<file path="src/rtl/ro_freq_counter_pkg.sv">
// Shared types and constants for the ring-oscillator frequency counter.
package ro_meas_pkg;

  typedef enum logic [1:0] {
    ST_IDLE  = 2'd0,
    ST_ARM   = 2'd1,
    ST_COUNT = 2'd2,
    ST_DONE  = 2'd3
  } state_e;

  // Cycles spent in ARM so the synchroniser holds only post-latch samples
  localparam int unsigned ARM_CYCLES = 3;

  localparam logic BSEL_LO = 1'b0;
  localparam logic BSEL_HI = 1'b1;

  function automatic logic [7:0] pick_byte(input logic [15:0] word, input logic bsel);
    return (bsel == BSEL_HI) ? word[15:8] : word[7:0];
  endfunction

endpackage

</file>
<file path="src/rtl/ro_freq_counter_edge_sync.sv">
// Two-flop synchroniser for an asynchronous bit plus a third stage for rising-edge detection.
module ro_edge_sync (
  input  logic clk,
  input  logic rst,
  input  logic d,
  output logic rise
);

  logic [2:0] sync_q;
  logic [2:0] sync_d;

  always_comb begin
    sync_d = {sync_q[1:0], d};
  end

  always_ff @(posedge clk or posedge rst) begin
    if (rst) begin
      sync_q <= '0;
    end else begin
      sync_q <= sync_d;
    end
  end

  assign rise = sync_q[1] & ~sync_q[2];

endmodule

</file>
<file path="src/rtl/ro_freq_counter.sv">
// Gated edge counter for one ring oscillator of a 16-wide set.
// Define RO_XOR_EN to allow measuring the XOR of all 16 oscillator outputs.
module ro_freq_counter
  import ro_meas_pkg::*;
#(
  parameter int unsigned CNT_W = 16,
  parameter int unsigned WIN_W = 16
) (
  input  logic             clk,
  input  logic             rst,
  input  logic [15:0]      ro_in,
  input  logic [3:0]       ro_sel,
  input  logic             xor_mode,
  input  logic [WIN_W-1:0] win_len,
  input  logic             start,
  input  logic             byte_sel,
  output logic             busy,
  output logic             done,
  output logic             overflow,
  output logic [CNT_W-1:0] count,
  output logic [7:0]       data_out
);

  state_e           state_q, state_d;
  logic [3:0]       sel_q, sel_d;
  logic [WIN_W-1:0] rem_q, rem_d;
  logic [1:0]       arm_q, arm_d;
  logic [CNT_W-1:0] count_q, count_d;
  logic             ovf_q, ovf_d;
  logic             busy_q, busy_d;
  logic             done_q, done_d;
  logic             meas_bit;
  logic             rise;
  logic [15:0]      cnt_ext;

`ifdef RO_XOR_EN
  logic xor_q, xor_d;

  always_comb begin
    meas_bit = xor_q ? (^ro_in) : ro_in[sel_q];
  end
`else
  logic unused_xor_mode;

  assign unused_xor_mode = xor_mode;

  always_comb begin
    meas_bit = ro_in[sel_q];
  end
`endif

  ro_edge_sync u_sync (
    .clk  (clk),
    .rst  (rst),
    .d    (meas_bit),
    .rise (rise)
  );

  // rem_q holds the latched window length and doubles as the COUNT cycle budget
  always_comb begin
    state_d = state_q;
    sel_d   = sel_q;
    rem_d   = rem_q;
    arm_d   = arm_q;
    count_d = count_q;
    ovf_d   = ovf_q;
`ifdef RO_XOR_EN
    xor_d   = xor_q;
`endif
    case (state_q)
      ST_IDLE, ST_DONE: begin
        if (start) begin
          state_d = ST_ARM;
          sel_d   = ro_sel;
          rem_d   = win_len;
          arm_d   = '0;
          count_d = '0;
          ovf_d   = 1'b0;
`ifdef RO_XOR_EN
          xor_d   = xor_mode;
`endif
        end
      end
      ST_ARM: begin
        if (arm_q == 2'(ARM_CYCLES - 1)) begin
          state_d = (rem_q == '0) ? ST_DONE : ST_COUNT;
        end else begin
          arm_d = arm_q + 2'd1;
        end
      end
      ST_COUNT: begin
        if (rise) begin
          if (count_q == '1) begin
            ovf_d = 1'b1;
          end else begin
            count_d = count_q + CNT_W'(1);
          end
        end
        if (rem_q == WIN_W'(1)) begin
          state_d = ST_DONE;
        end else begin
          rem_d = rem_q - WIN_W'(1);
        end
      end
      default: state_d = ST_IDLE;
    endcase
    busy_d = (state_d == ST_ARM) || (state_d == ST_COUNT);
    done_d = (state_d == ST_DONE);
  end

  always_ff @(posedge clk or posedge rst) begin
    if (rst) begin
      state_q <= ST_IDLE;
      sel_q   <= '0;
      rem_q   <= '0;
      arm_q   <= '0;
      count_q <= '0;
      ovf_q   <= 1'b0;
      busy_q  <= 1'b0;
      done_q  <= 1'b0;
`ifdef RO_XOR_EN
      xor_q   <= 1'b0;
`endif
    end else begin
      state_q <= state_d;
      sel_q   <= sel_d;
      rem_q   <= rem_d;
      arm_q   <= arm_d;
      count_q <= count_d;
      ovf_q   <= ovf_d;
      busy_q  <= busy_d;
      done_q  <= done_d;
`ifdef RO_XOR_EN
      xor_q   <= xor_d;
`endif
    end
  end

  always_comb begin
    cnt_ext              = '0;
    cnt_ext[CNT_W-1:0]   = count_q;
    data_out             = pick_byte(cnt_ext, byte_sel);
  end

  assign busy     = busy_q;
  assign done     = done_q;
  assign overflow = ovf_q;
  assign count    = count_q;

endmodule

</file>
<file path="config.mk">
export PLATFORM = sky130hd
export DESIGN_NAME = ro_freq_counter
export DESIGN_NICKNAME = d
export VERILOG_FILES = /design/src/rtl/ro_freq_counter_pkg.sv /design/src/rtl/ro_freq_counter_edge_sync.sv /design/src/rtl/ro_freq_counter.sv
export SDC_FILE = /design/constraint.sdc
export NUM_CORES = 1
export LEC_CHECK = 0
export CORE_MARGIN = 5
export CORE_UTILIZATION = 54
export DETAILED_ROUTE_END_ITERATION = 8
export PLACE_DENSITY = 0.85
export SYNTH_ARGS = -nofsm -noshare
export SYNTH_HDL_FRONTEND = slang
export SYNTH_HIERARCHICAL = 1
export SYNTH_SLANG_ARGS = --single-unit
</file>
<file path="constraint.sdc">
create_clock -name clk -period 5.86 [get_ports clk]
set_input_delay 1.172 -clock clk [delete_from_list [all_inputs] [get_ports clk]]
set_output_delay 1.172 -clock clk [all_outputs]
set_load 0.005 [all_outputs]
</file>
Yosys cells after proc, flatten, opt, wreduce, memory -nomap -nowiden
Index checks and enable logic that the tools add are counted.
Word-level totals
  output and inout port bits: 27
  flip-flop bits (word level): 46
Operators by class
  order comparisons: 1
  mux-type cells: 22
  eq/ne operators: 15
  reductions and logical operators: 11
  bitwise logic cells: 2
  add/subtract/negate cells: 3
Operator list (number)
  $mux 16: 5
  $pmux 16 s2: 2
  $add 16x1->16 const B: 1
  $eq 16x1->1 const B: 1
  $eq 16x16->1 const B: 1
  $logic_not 16->1: 1
  $sub 16x1->16 const B: 1
  $ne 2x2->1 const B: 6
  $eq 2x2->1 const B: 5
  $mux 2: 5
  $mux 8: 1
  $reduce_and 4->1: 2
  $pmux 2 s3: 1
  $reduce_and 3->1: 2
  $lt 4x5->1 const B: 1
  $mux 1: 5
  $bmux 1 s4: 1
  $eq 2x1->1 const B: 2
  $pmux 2 s2: 1
  $reduce_bool 2->1: 2
  $add 2x1->2 const B: 1
  $logic_not 2->1: 1
  $pmux 1 s2: 1
  $reduce_and 2->1: 1
  4 further kinds: 4

Longest topological paths before layout
  word-level depth: 6
  mapped depth: 9
  mapped depth without buffers: 7

Modules after synthesis
Netlist, hierarchy kept.
Modules (own cells, without submodules)
  ro_freq_counter: cells an instance 282, instances 1, area each 2730.1 µm²
  ro_edge_sync: cells an instance 5, instances 1, area each 92.6 µm²

Worst setup path after synthesis
No wires, ideal clock.
  path kind: input to output
  start point: in byte_sel
  end point: out data_out[0]
  data required time: 4.688 ns
  buffers on the path: 1
  data arrival time: 1.812 ns
  setup slack: 2.876 ns
  cell stages on the path: 2
  cell sequence: clkbuf_1 mux2_2
On the way
  word-level cells in the longest chain between the ends: 1
RTL lines
  start, declared: RTL line ro_freq_counter.sv:16  | input logic byte_sel,
  $mux 8: RTL line ro_freq_counter_pkg.sv:18  | return (bsel == BSEL_HI) ? word[15:8] : word[7:0];
  end, declared: RTL line ro_freq_counter.sv:21  | output logic [7:0] data_out
No other way between the ends.

Worst setup path in the final report
  start point: in byte_sel
  end point: out data_out[4]
The elaborated chain is that of the path after synthesis.

==> qor.csv <==
stage;metric;value;unit
clock_network;CTS-repair resized insts;0;
timing;Relative slew margins;47.1;%
routing;initial DRC count;196;
worst_setup_path;critical setup path kind;in -> out;
placed_design;placed cells;414;
synthesis;area leader, netlist;dfrtp_1;
layout;Post-Layout Inst Area;3630;um2
timing;Max Slew Vio Count;0;
clock_network;CTS root buf;clkbuf_8;
synthesis;Most used DFF post-synth;dfrtp_1;
floorplanning;num rows;26;
clock_network;Sink Count;46;
synthesis;Mapped Area;2820;um2
synthesis;post-synthesis simple-gate area fraction;23.4;%
routing;Residual DRC;0;
routing;WL/cell;16.4;um
layout;fin nets;400;
floorplanning;Core ar.;5110;um2
synthesis;Seq cells post-synth;46;
layout;Core Util, Final;71.1;%
synthesis;Mapped Cells;287;
power;LEAKAGE;1.48;nW
placed_design;Detailed Place HPWL;5050;um
placed_design;GPL Wtd Cong;0.878;
layout;Fillers;402;
clock_network;CTS Buf Count;5;
layout;ANT cells;0;
synthesis;number of synthesized flops with an enable pin;0;
synthesis;top cells by area, synth;dfrtp_1 41%, mux2_2 5.6%, xnor2_1 4.0%, mux4_2 4.0%, nor2_1 3.9%;
worst_setup_path;Reg2Reg Setup Slack;3.14;ns
power;Peak supply drop;0.000106;V
clock_network;H-Tree Depth;2;
synthesis;Unique masters post-synth;57;
power;register share of total power;52.6;%
floorplanning;Initial Utilization;55.3;%
power;switching part of the total power;25.4;%
routing;post-DR vias/cell;6.03;
floorplanning;Die H;82.3;um
worst_setup_path;Max stage delay cell, worst path;clkdlybuf4s50_1;
timing;Least-Margin Pin Slew;0.785;ns
routing;Post-DRT Antenna Nets;0;
worst_setup_path;largest stage delay on the critical path;0.68;ns
power;Logic pwr share;17.7;%
synthesis;post-synth top area share;40.8;%
synthesis;main combinational cell family by area after synthesis;simple AND/OR/NAND/NOR gates;
synthesis;Post-Synth XOR/XNOR Area;4.03;%
timing;Max Clock Skew;0.0108;ns
clock_network;cts hold-fix bufs;0;
timing;Hold Violations, Final;0;
layout;non-filler cells, final;422;
synthesis;sequential share of the synthesized area;40.8;%
synthesis;mux share of post-synthesis cell area;11.3;%
floorplanning;I/O pins;68;
global_route;largest net degree at the start of global routing;44;
worst_setup_path;Req. time, crit path;4.69;ns
global_route;first-pass GRT wire length;11700;um
timing;worst hold slack;0.360;ns
synthesis;post-synthesis compound-gate area fraction;13.7;%
routing;Post-Route WL;6940;um
layout;area grow syn2layout;28.6;%
routing;Vias;2546;
timing;RSZ-0062 raised after global routing;false;
synthesis;Synth async-reset ratio;100;%
timing;fin crit period;3.87;ns
timing;Tcrit/Tclk final;66.0;%
layout;layout cells sized above 1;12.2;%
worst_setup_path;critical-path cell list;clkdlybuf4s50_1 -> mux2_2 -> clkdlybuf4s50_1;
timing;Final WS setup;1.99;ns
power;P_sw;173;uW
synthesis;post-synthesis adder-cell area fraction;3.55;%
placed_design;worst slack, placed;1.99;ns
worst_setup_path;most frequent CP cell;clkdlybuf4s50_1;
clock_network;clk buf depth;2;
worst_setup_path;Worst EP arrival;2.70;ns
clock_network;Skew-Pair Late Insertion Delay;0.30;ns
global_route;initial antenna violation count;0;
power;Pint;508;uW
floorplanning;Die X;82.3;um
synthesis;syn_nets;336;
timing;TNS Setup;0;ns
power;power per cell area;188;nW/um2
timing;fmax;0.258;GHz
synthesis;syn_area_per_cell;9.84;um2
worst_setup_path;Worst setup SP type;input port;
global_route;number of global-route vias before repair;2603;
global_route;remaining global-route overflow;0;
routing;Detailed Routing Iterations Pass 1;4;
min_path;Hold Path Class;reg -> reg;
placed_design;Post-Place Cell Area;3540;um2
clock_network;Post-CTS Setup Inserts;0;
floorplanning;die area;6770;um2
global_route;GRT Total Usage;22.3;%
power;Clk pwr share;29.7;%
outcome;outcome;completed;
worst_setup_path;Setup crit end kind;output port;
clock_network;Worst-path clk slew;0.08;ns
worst_setup_path;worst-path fanout max;8;
placed_design;number of port buffers;66;
synthesis;synth warn;6;
timing;Finish-stage setup viols;0;
power;power consumption;681;uW
flow_run;max_cap viols;0;
clock_network;CTS tree;yes;
-- placed cells by master, fill, tap and decap left out, types with 2 or more instances in the layout --
| master | netlist | final |
|---|---|---|
| nand2_1 | 25 | 25 |
| and4_1 | 2 | 2 |
| nand4b_1 | 2 | 2 |
| nand4_1 | 5 | 5 |
| clkbuf_8 | 0 | 6 |
| a22oi_1 | 2 | 2 |
| o22a_1 | 2 | 2 |
| nor2b_1 | 4 | 4 |
| or4_1 | 3 | 3 |
| nor3_1 | 7 | 7 |
| nand2b_1 | 4 | 4 |
| a22o_1 | 4 | 4 |
| mux2i_1 | 5 | 5 |
| ha_1 | 8 | 8 |
| a31oi_1 | 3 | 3 |
| o31ai_1 | 3 | 3 |
| o221a_2 | 5 | 5 |
| mux4_2 | 5 | 5 |
| nor2_1 | 29 | 29 |
| a21oi_1 | 4 | 4 |
| and3_1 | 4 | 4 |
| dfrtp_1 | 46 | 46 |
| o22ai_1 | 2 | 2 |
| o211ai_1 | 2 | 2 |
| buf_4 | 1 | 4 |
| o21ai_0 | 16 | 16 |
| nor4_1 | 11 | 11 |
| mux2_2 | 14 | 14 |
| inv_1 | 7 | 7 |
| clkdlybuf4s50_1 | 0 | 66 |
| xnor2_1 | 13 | 13 |
| nand3_1 | 14 | 14 |
-- layout make-up --
class                   instances  area, um2  area share, %
clock inverters                 1       5.00          0.138
repair buffers                 70        691           19.0
multi-input cells             221       1580           43.6
clock buffers                   7       86.3           2.38
flip-flops and latches         46       1150           31.7
inverters                       7       26.3          0.724
well taps                      70       87.6           2.41
-- critical path, delay by kind of cell --
kind / cells / cell delay, ns
buffers and inverters: 2 / 1.14
muxes: 1 / 0.38
-- routing by layer --
metal / vias to the layer above / track usage, % / routed length [um] / share of wire [%]
met5: - / 0 / 0 / 0
met3: 15 / 4.88 / 477 / 6.9
met4: 0 / 8.14 / 123 / 1.8
met1: 1233 / 26.8 / 2770 / 40
li1: 1196 / - / - / -
met2: 102 / 38.9 / 3570 / 51
-- logic make-up after synthesis --
family | after synthesis
and+or+nand+nor | 122
AOI/OAI and AO/OA | 54
adders and majority gates | 8
buffers and inverters | 20
muxes | 24
xor gates and xnor gates | 13
DFF | 46
-- registers in the layout, indices dropped and copies added (netlist names) --
signal and flops:
count 16, rem_q 16, sel_q 4, u_sync/sync_q 3
arm_q 2, state_q 2, busy 1, done 1
overflow 1
-- cell usage after synthesis, drive strengths merged, types with 7 or more instances --
| library cell | number |
|---|---|
| dfrtp | 46 |
| nor2 | 29 |
| nand2 | 25 |
| o21ai | 17 |
| mux2 | 14 |
| nand3 | 14 |
| xnor2 | 13 |
| nor4 | 12 |
| clkbuf | 8 |
| ha | 8 |
| inv | 7 |
| nor3 | 7 |
-- power groups by stage --
stage                     clock (mW)  combinational [mW]  sequential, mW
after floorplan                    0              0.0445           0.359
after global placement             0               0.119           0.364
after detailed placement           0               0.123           0.365
after CTS                      0.208               0.123           0.359
after global routing           0.218               0.133           0.362
final                          0.202               0.121           0.358
-- worst paths after layout --
path | cells after the start | end | start
max | 3 | data_out[4] | byte_sel
min | 0 | u_sync/sync_q[1]$_DFF_PP0_ | u_sync/sync_q[0]$_DFF_PP0_
max reg2reg | 8 | rem_q[11]$_DFFE_PP0P_ | state_q[0]$_DFF_PP0_
min reg2reg | 0 | u_sync/sync_q[1]$_DFF_PP0_ | u_sync/sync_q[0]$_DFF_PP0_
max in group asynchronous | 3 | count[12]$_DFFE_PP0P_ | rst
min in group asynchronous | 2 | u_sync/sync_q[1]$_DFF_PP0_ | rst
(Power assumes the default switching activity.)
